<file path="config.mk">
export PLATFORM = sky130hd
export DESIGN_NAME = intmul_result_buffer
export DESIGN_NICKNAME = d
export VERILOG_FILES = /design/src/rtl/intmul_pkg.sv /design/src/rtl/intmul_credit_ctr.sv /design/src/rtl/intmul_result_buffer.sv
export SDC_FILE = /design/constraint.sdc
export NUM_CORES = 1
export LEC_CHECK = 0
export BUFFER_PORTS_ARGS = -buffer_cell sky130_fd_sc_hd__buf_2
export CAP_MARGIN = 5
export CORE_MARGIN = 1.5
export CORE_UTILIZATION = 45
export CTS_CLUSTER_DIAMETER = 150
export DETAILED_ROUTE_END_ITERATION = 7
export PLACE_DENSITY = 0.67
export SYNTH_ARGS = -nofsm -noshare
export SYNTH_HDL_FRONTEND = slang
export SYNTH_SLANG_ARGS = --single-unit
</file>
<file path="constraint.sdc">
create_clock -name clk -period 3.1 [get_ports clk]
set_clock_uncertainty 0.2 [all_clocks]
set_input_delay 0 -clock clk [delete_from_list [all_inputs] [get_ports clk]]
set_output_delay 0 -clock clk [all_outputs]
set_load 0.005 [all_outputs]
</file>
<file path="src/rtl/intmul_pkg.sv">
// Shared constants and types for the 32x32 integer multiplier, its result
// buffer and their testbenches.
package intmul_pkg;

  localparam int OPND_W           = 32;
  localparam int PROD_W           = 64;
  localparam int RESBUF_DEPTH_DEF = 4;

  typedef logic [PROD_W-1:0] prod_t;

endpackage

</file>
<file path="src/rtl/intmul_credit_ctr.sv">
// Issue-credit counter: tracks operations in flight inside the multiplier and
// grants issue only when every in-flight product is guaranteed a FIFO slot.
module intmul_credit_ctr
  import intmul_pkg::*;
#(
  parameter int DEPTH = RESBUF_DEPTH_DEF
) (
  input  logic                         clk,
  input  logic                         reset,
  input  logic                         issue,
  input  logic                         commit,
  input  logic [$clog2(DEPTH+1)-1:0]   occ,
  output logic                         issue_ok,
  output logic                         inf_zero
);

  localparam int CW = $clog2(DEPTH+1);
  localparam logic [CW-1:0] INF_MAX   = CW'(DEPTH);
  localparam logic [CW:0]   DEPTH_EXT = (CW+1)'(DEPTH);

  logic [CW-1:0] inf;

  always_ff @(posedge clk or negedge reset) begin
    if (!reset) begin
      inf <= '0;
    end else if (issue && !commit && inf != INF_MAX) begin
      inf <= inf + 1'b1;
    end else if (commit && !issue && inf != '0) begin
      inf <= inf - 1'b1;
    end
  end

  // Extra bit so occ + inf cannot wrap before the compare.
  assign issue_ok = ({1'b0, occ} + {1'b0, inf}) < DEPTH_EXT;
  assign inf_zero = (inf == '0);

endmodule

</file>
<file path="src/rtl/intmul_result_buffer.sv">
// Product FIFO between the multiplier and its consumer, with issue credits.
// Define INTMUL_RESBUF_BYPASS_EN for a same-cycle empty-FIFO bypass path.
module intmul_result_buffer
  import intmul_pkg::*;
#(
  parameter int DEPTH  = RESBUF_DEPTH_DEF,
  parameter int PROD_W = intmul_pkg::PROD_W
) (
  input  logic                       clk,
  input  logic                       reset,
  input  logic                       issue,
  output logic                       issue_ok,
  input  logic                       commit,
  input  logic [PROD_W-1:0]          longP,
  output logic                       res_val,
  input  logic                       res_rdy,
  output logic [PROD_W-1:0]          res,
  output logic [$clog2(DEPTH+1)-1:0] count,
  output logic                       err
);

  localparam int CW = $clog2(DEPTH+1);
  localparam int PW = (DEPTH > 1) ? $clog2(DEPTH) : 1;
  localparam logic [CW-1:0] OCC_FULL = CW'(DEPTH);
  localparam logic [PW-1:0] PTR_LAST = PW'(DEPTH-1);

  logic [PROD_W-1:0] mem [DEPTH];
  logic [PW-1:0]     wp, rp;
  logic [CW-1:0]     occ;
  logic              fifo_empty, fifo_full, fifo_pop, push, bypass_take;
  logic              inf_zero, err_set;

  intmul_credit_ctr #(.DEPTH(DEPTH)) u_credit (
    .clk      (clk),
    .reset    (reset),
    .issue    (issue),
    .commit   (commit),
    .occ      (occ),
    .issue_ok (issue_ok),
    .inf_zero (inf_zero)
  );

  assign fifo_empty = (occ == '0);
  assign fifo_full  = (occ == OCC_FULL);
  assign fifo_pop   = !fifo_empty && res_rdy;

`ifdef INTMUL_RESBUF_BYPASS_EN
  assign bypass_take = fifo_empty && commit && res_rdy;
  assign res_val     = !fifo_empty || commit;
  assign res         = !fifo_empty ? mem[rp] : (commit ? longP : '0);
`else
  assign bypass_take = 1'b0;
  assign res_val     = !fifo_empty;
  assign res         = fifo_empty ? '0 : mem[rp];
`endif

  // A full FIFO still accepts a commit when the head leaves on the same edge.
  assign push    = commit && !bypass_take && (!fifo_full || fifo_pop);
  assign err_set = (issue && !issue_ok) || (commit && inf_zero) ||
                   (commit && fifo_full && !fifo_pop);

  always_ff @(posedge clk) begin
    if (push) begin
      mem[wp] <= longP;
    end
  end

  always_ff @(posedge clk or negedge reset) begin
    if (!reset) begin
      wp  <= '0;
      rp  <= '0;
      occ <= '0;
      err <= 1'b0;
    end else begin
      if (push) begin
        wp <= (wp == PTR_LAST) ? '0 : wp + 1'b1;
      end
      if (fifo_pop) begin
        rp <= (rp == PTR_LAST) ? '0 : rp + 1'b1;
      end
      case ({push, fifo_pop})
        2'b10:   occ <= occ + 1'b1;
        2'b01:   occ <= occ - 1'b1;
        default: occ <= occ;
      endcase
      if (err_set) begin
        err <= 1'b1;
      end
    end
  end

  assign count = occ;

endmodule

</file>
; ---- Yosys cells after proc, flatten, opt, wreduce, memory -nomap -nowiden
; Memories as Yosys holds them, arrays and structs flattened.
; Index checks and enable logic that the tools add are counted.
[op_classes]
add_sub_neg = 7
magnitude_cmp = 1
n_eq_ne = 6
n_mux = 8
reduce_logical = 24
[op_table]
columns = op, count
row1 = 64-bit two-way mux, 1
row2 = 1-bit logical AND, 10
row3 = "3-bit by 1-bit adder with 3-bit output, second input constant", 2
row4 = "2-bit equality test, second input constant", 3
row5 = 1-bit zero test, 6
row6 = 3-bit zero test, 2
row7 = 3-bit two-way mux, 2
row8 = 3-bit one-hot mux with 2 select lines, 1
row9 = "3-bit by 1-bit subtractor with 3-bit output, second input constant", 2
row10 = "2-bit by 1-bit adder with 2-bit output, second input constant", 2
row11 = 3-bit by 3-bit adder with 4-bit output, 1
row12 = "4-bit by 3-bit < comparator with 1-bit output, second input constant", 1
row13 = 2-bit two-way mux, 2
row14 = 2-bit nonzero test, 2
row15 = "3-bit equality test, second input constant", 1
row16 = 1-bit logical OR, 3
row17 = "3-bit != test, second input constant", 1
row18 = 3-bit nonzero test, 1
row19 = "2-bit by 1-bit equality test with 1-bit output, second input constant", 1
row20 = 1-bit two-way mux, 2
[word_totals]
ff_bits = 11
mem_bits_rw = 256
input_bits = 69
output_inout_bits = 70
memories = 1
[memory_table]
columns = name, depth, width, read_ports, rd_clocked_by_memory_dff, wr, line
row1 = mem, 4, 64, 1, 0, 1, intmul_result_buffer.sv:27  ; logic [PROD_W-1:0] mem [DEPTH];

; ---- Depth between registers and ports, before layout
[depth]
ltp_word = 7
ltp_mapped = 7

; ---- Modules after synthesis
; From an unflattened synthesis, not the netlist that was laid out.
[hier_totals]
cells_unflattened = 496
hier_area_um2 = 10515.1
[modules_own_cells]
columns = module, instances, cells_per_inst, area_each_um2, seq_area_each_um2
row1 = intmul_result_buffer, 1, 464, 10216.0, 7887.6
row2 = intmul_credit_ctr, 1, 32, 299.0, 75.1

; ---- Worst setup path before layout
; Ideal clock, no wire load.
[synth_timing]
path_type = flip-flop to flip-flop
from = reg occ[2] (netlist: count[2])
to = mem mem[0][0], enable pin
setup_time_ns = 0.429
arrival_ns = 2.321
required_time_ns = 2.471
slack_ns = 0.150
path_stages_with_launch = 4
n_path_buf = 1
period_less_slack_ns = 2.950
path_cell_list = dfrtp_1 or4b_4 buf_6 and3_1
[synth_via]
elab_chain_cells = 7
word_cells_on_any_way = 9
cone_classes = 1 x eq/ne / 2 x mux / 6 x reduce/logical
[synth_rtl]
columns = element, line
row1 = start: declaration, intmul_result_buffer.sv:29  ; logic [CW-1:0] occ;
row2 = start signal: assignment, intmul_result_buffer.sv:82  ; 2'b10: occ <= occ + 1'b1;
row3 = start signal: assignment, intmul_result_buffer.sv:83  ; 2'b01: occ <= occ - 1'b1;
row4 = 3-bit zero test, intmul_result_buffer.sv:43  ; assign fifo_empty = (occ == '0);
row5 = 1-bit zero test, intmul_result_buffer.sv:45  ; assign fifo_pop = !fifo_empty && res_rdy;
row6 = 1-bit logical AND, intmul_result_buffer.sv:45
row7 = 1-bit logical OR *, intmul_result_buffer.sv:58  ; assign push = commit && !bypass_take && (!fifo_full || fifo_pop);
row8 = 1-bit logical AND *, intmul_result_buffer.sv:58
row9 = 1-bit two-way mux *, intmul_result_buffer.sv:63  ; if (push) begin
row10 = 1-bit two-way mux (not written as such) *, intmul_result_buffer.sv:64  ; mem[wp] <= longP;
row11 = end: declaration, intmul_result_buffer.sv:27
; Mark *: on every way between the ends. The rest lies on a longest branch, timed or not.

; ---- Final worst setup path
[layout_timing]
from = reg u_credit.inf[0]
to = reg u_credit.inf[2]
[layout_via]
elab_chain_cells = 3
word_cells_on_any_way = 9
cone_classes = 2 x add/sub / 1 x eq/ne / 2 x mux / 4 x reduce/logical
[layout_rtl]
columns = element, line
row1 = start: declaration, intmul_credit_ctr.sv:21  ; logic [CW-1:0] inf;
row2 = start signal: assignment, intmul_credit_ctr.sv:27  ; inf <= inf + 1'b1;
row3 = start signal: assignment, intmul_credit_ctr.sv:29  ; inf <= inf - 1'b1;
row4 = "3-bit by 1-bit subtractor with 3-bit output, or another cell as far along", intmul_credit_ctr.sv:29
row5 = "3-bit two-way mux, or another cell as far along", intmul_credit_ctr.sv:28  ; end else if (commit && !issue && inf != '0) begin
row6 = 3-bit two-way mux or 2-bit nonzero test (tied branches), -
; Several ways; a longest one is shown, not always the timed one. The select of a mux whose other input is x is not followed.
; A chain may end at the register's enable or synchronous reset.

==> summary.txt <==
outcome: finished, final reports clean
post-synthesis mux area share: 14.0%
core area: 0.0228 mm²
Seq cells post-synth: 267
most frequent cells in the layout: edfxtp_1, buf_2, dlygate4sd3_1
largest family of logic cells by synthesized area: multiplexers
gr ovfl total: 0
crit path cell chain: nor2_1, a21o_1, fa_1, or4b_1, o32a_1, nand3_1, dlygate4sd3_1
GR peak layer: met2
port bufs: 138
ANT nets after route: 0
Wirelength per Cell: 19.1 µm
Max-Cap Viols: 0
synth warn: 0
met2 usage: 29.6%
critical path class: reg -> reg
worst min-delay path class: in -> reg
Seq/Total Area, Yosys: 75.7%
DRT Pass-1 Iters: 4
fin crit period: 2.86 ns
clock buffer depth: 3
crit start category: flop
total CTS buffers: 27
peak supply drop: 573 µV
Placed Area: 0.0115 mm²
DR vias/cell: 5.17
Synth Area in Adders: 1.21%
Top Ports: 139
max_slew headroom: 29.8%
commonest non-fill, non-tap cell in the layout: edfxtp_1
Clock Latency Late Sink: 0.52 ns
layout cells sized above 1: 34.9%
antenna fix cells: 0
final cell count without fillers: 1,049
distinct cell type count after synthesis: 39
CTS tree: yes
# DRC: 0
GR met3 Demand/Resource: 3.78%
Arrival @ worst endpoint: 3.11 ns
CTS resizes: 0
largest net degree at the start of global routing: 67
WP buf/inv: 1
clock sink total: 267
Die Wd: 156 µm
Synthesized Nets: 573
total wire length: 20.0 mm
post-synthesis simple-gate area fraction: 5.62%
Die Ht: 156 µm
Tot Pwr: 0.0120 W
leakage power: 4.59 nW
crit-path leading delay family: simple AND/OR/NAND/NOR gates
Post-Syn Area per Cell: 21.2 µm²
Max Clock Freq: 350 MHz
Synth Area in Compound Gates: 1.42%
endpoints failing hold: 0
Slew @ Worst Pin: 1.05 ns
Total GRT Usage: 17.0%
final slew viol count: 0
Max FO, Critical Path: 6
worst hold slack: 0.0226 ns
total number of vias: 5,426
crit end category: flop
root buf cell: clkbuf_16
first-iteration detailed-routing DRC count: 264
Pwr Density: 917 mW/mm²
P&R area growth vs syn: 24.5%
RSZ-0062 raised after global routing: no
Detail Placement HPWL: 11.4 mm
final worst-path cycle share: 92.3%
H-tree depth: 1
CP max stage delay: 0.57 ns
worst path required time: 3.35 ns
gpl congestion: 0.711
final setup violation count: 0
Finished Cell Area: 0.0131 mm²
initial core utilization: 46.2%
XOR/XNOR Fraction of Synth Area: 0.167%
setup tns final: 0 ns
initial antenna violation count: 0
Gate Count Post-Synth: 495
clock-pin transition on the worst setup and hold timing paths: 0.06 ns
synthesized cell area: 0.0105 mm²
Slowest-stage cell, CP: or4b_1
# placed instances: 927
vias in the first global route: 5,994
site row count: 55
die area: 0.0243 mm²
Final nets: 793
first-pass GRT wire length: 31.9 mm
GRT met1 Usage: 21.9%
Post-CTS Setup Repair Bufs: 0
[cells by family after synthesis]
family	after synthesis
simple gates	97
flops	267
xor+xnor	2
compound gates	19
fa+ha+maj	9
mux	67
buf+inv	34
[area by class of cell]
cell class	instances	area [µm²]
fillers	1720	9680
flip-flops and latches	267	7970
clock buffers	39	721
clock inverters	11	133
multi-input cells	194	2380
well taps	313	392
repair buffers	216	1470
inverters	9	33.8
[cell usage after synthesis]
| library cell | count | area [µm²] |
|---|---|---|
| a21o_1 | 1 | 7.51 |
| a221o_1 | 1 | 10.0 |
| a22oi_1 | 1 | 7.51 |
| a31oi_1 | 1 | 6.26 |
| and2_1 | 65 | 407 |
| and2_4 | 1 | 8.76 |
| and3_1 | 5 | 31.3 |
| buf_2 | 10 | 50.1 |
| buf_6 | 7 | 78.8 |
| clkbuf_1 | 8 | 30.0 |
| dfrtp_1 | 11 | 275 |
| edfxtp_1 | 256 | 7690 |
| fa_1 | 2 | 40.0 |
| ha_1 | 7 | 87.6 |
| inv_1 | 9 | 33.8 |
| mux2_2 | 3 | 33.8 |
| mux4_2 | 64 | 1440 |
| nand2_1 | 2 | 7.51 |
| nand2b_1 | 2 | 12.5 |
| nand3_1 | 4 | 20.0 |
| nand3b_1 | 1 | 7.51 |
| nor2_1 | 8 | 30.0 |
| nor2b_1 | 4 | 25.0 |
| nor3_1 | 1 | 5.00 |
| nor4_1 | 1 | 6.26 |
| o2111ai_1 | 1 | 8.76 |
| o211ai_1 | 3 | 22.5 |
| o21ai_0 | 2 | 10.0 |
| o21ai_2 | 2 | 17.5 |
| o21ba_2 | 1 | 10.0 |
| o221ai_1 | 1 | 8.76 |
| o22a_1 | 1 | 8.76 |
| o22ai_1 | 2 | 12.5 |
| o32a_1 | 1 | 10.0 |
| o32ai_1 | 1 | 8.76 |
| or3_1 | 1 | 6.26 |
| or4b_1 | 1 | 10.0 |
| or4b_4 | 1 | 13.8 |
| xor2_1 | 2 | 17.5 |
[metrics by stage]
step	worst slack [ns]	util [%]
3_5_place_dp	0.800	50.6
5_1_grt	0.0683	57.5
3_3_place_gp	0.839	50.6
2_1_floorplan	0.150	-
6_report	0.239	57.5
4_1_cts	0.258	57.5
[worst paths after layout]
kind / cells past startpoint / startpoint / slack [ns] / to
max: 7 / u_credit.inf[0] / 0.24 / u_credit.inf[2]
min: 2 / longP[35] / 0.02 / mem[0][35]
max reg2reg: 7 / u_credit.inf[0] / 0.24 / u_credit.inf[2]
min reg2reg: 2 / wp[1] / 0.43 / wp[1]
max in group asynchronous: 3 / reset / 1.92 / rp[0]
min in group asynchronous: 3 / reset / 0.34 / count[2]
[per-layer routing]
layer	part of all wire, %	vias to the layer above
met1	43	2829
met4	1.1	0
met3	5.2	21
li1	-	2449
met5	0	-
met2	51	127
[worst register-to-register path: cells and delay by family (launching register included)]
family                     cells  cell delay [ns]
and+or+nand+nor                3             0.77
adders and majority gates      1             0.44
buffers and inverters          1             0.54
DFF                            1             0.47
AOI/OAI and AO/OA              2             0.39
[report_power, final]
| group | switching [W] | leakage [nW] | internal, W | total (W) |
|---|---|---|---|---|
| clock network | 0.00126 | 0.412 | 0.00186 | 0.00313 |
| logic | 0.00179 | 1.70 | 0.00198 | 0.00378 |
| registers | 0.000360 | 2.47 | 0.00474 | 0.00510 |
| total | 0.00341 | 4.59 | 0.00859 | 0.0120 |
[timing repair]
| action | in CTS | in global routing |
|---|---|---|
| endpoints found under the setup margin | 0 | 0 |
| hold endpoints to repair | 278 | 0 |
| hold buffers | 72 | 0 |
[flip-flops by register name, summed over array words and instances, names as in the netlist]
register,count
mem,256
count,3
err,1
rp,2
u_credit.inf,3
wp,2
Power figures use the tool's default switching activity.
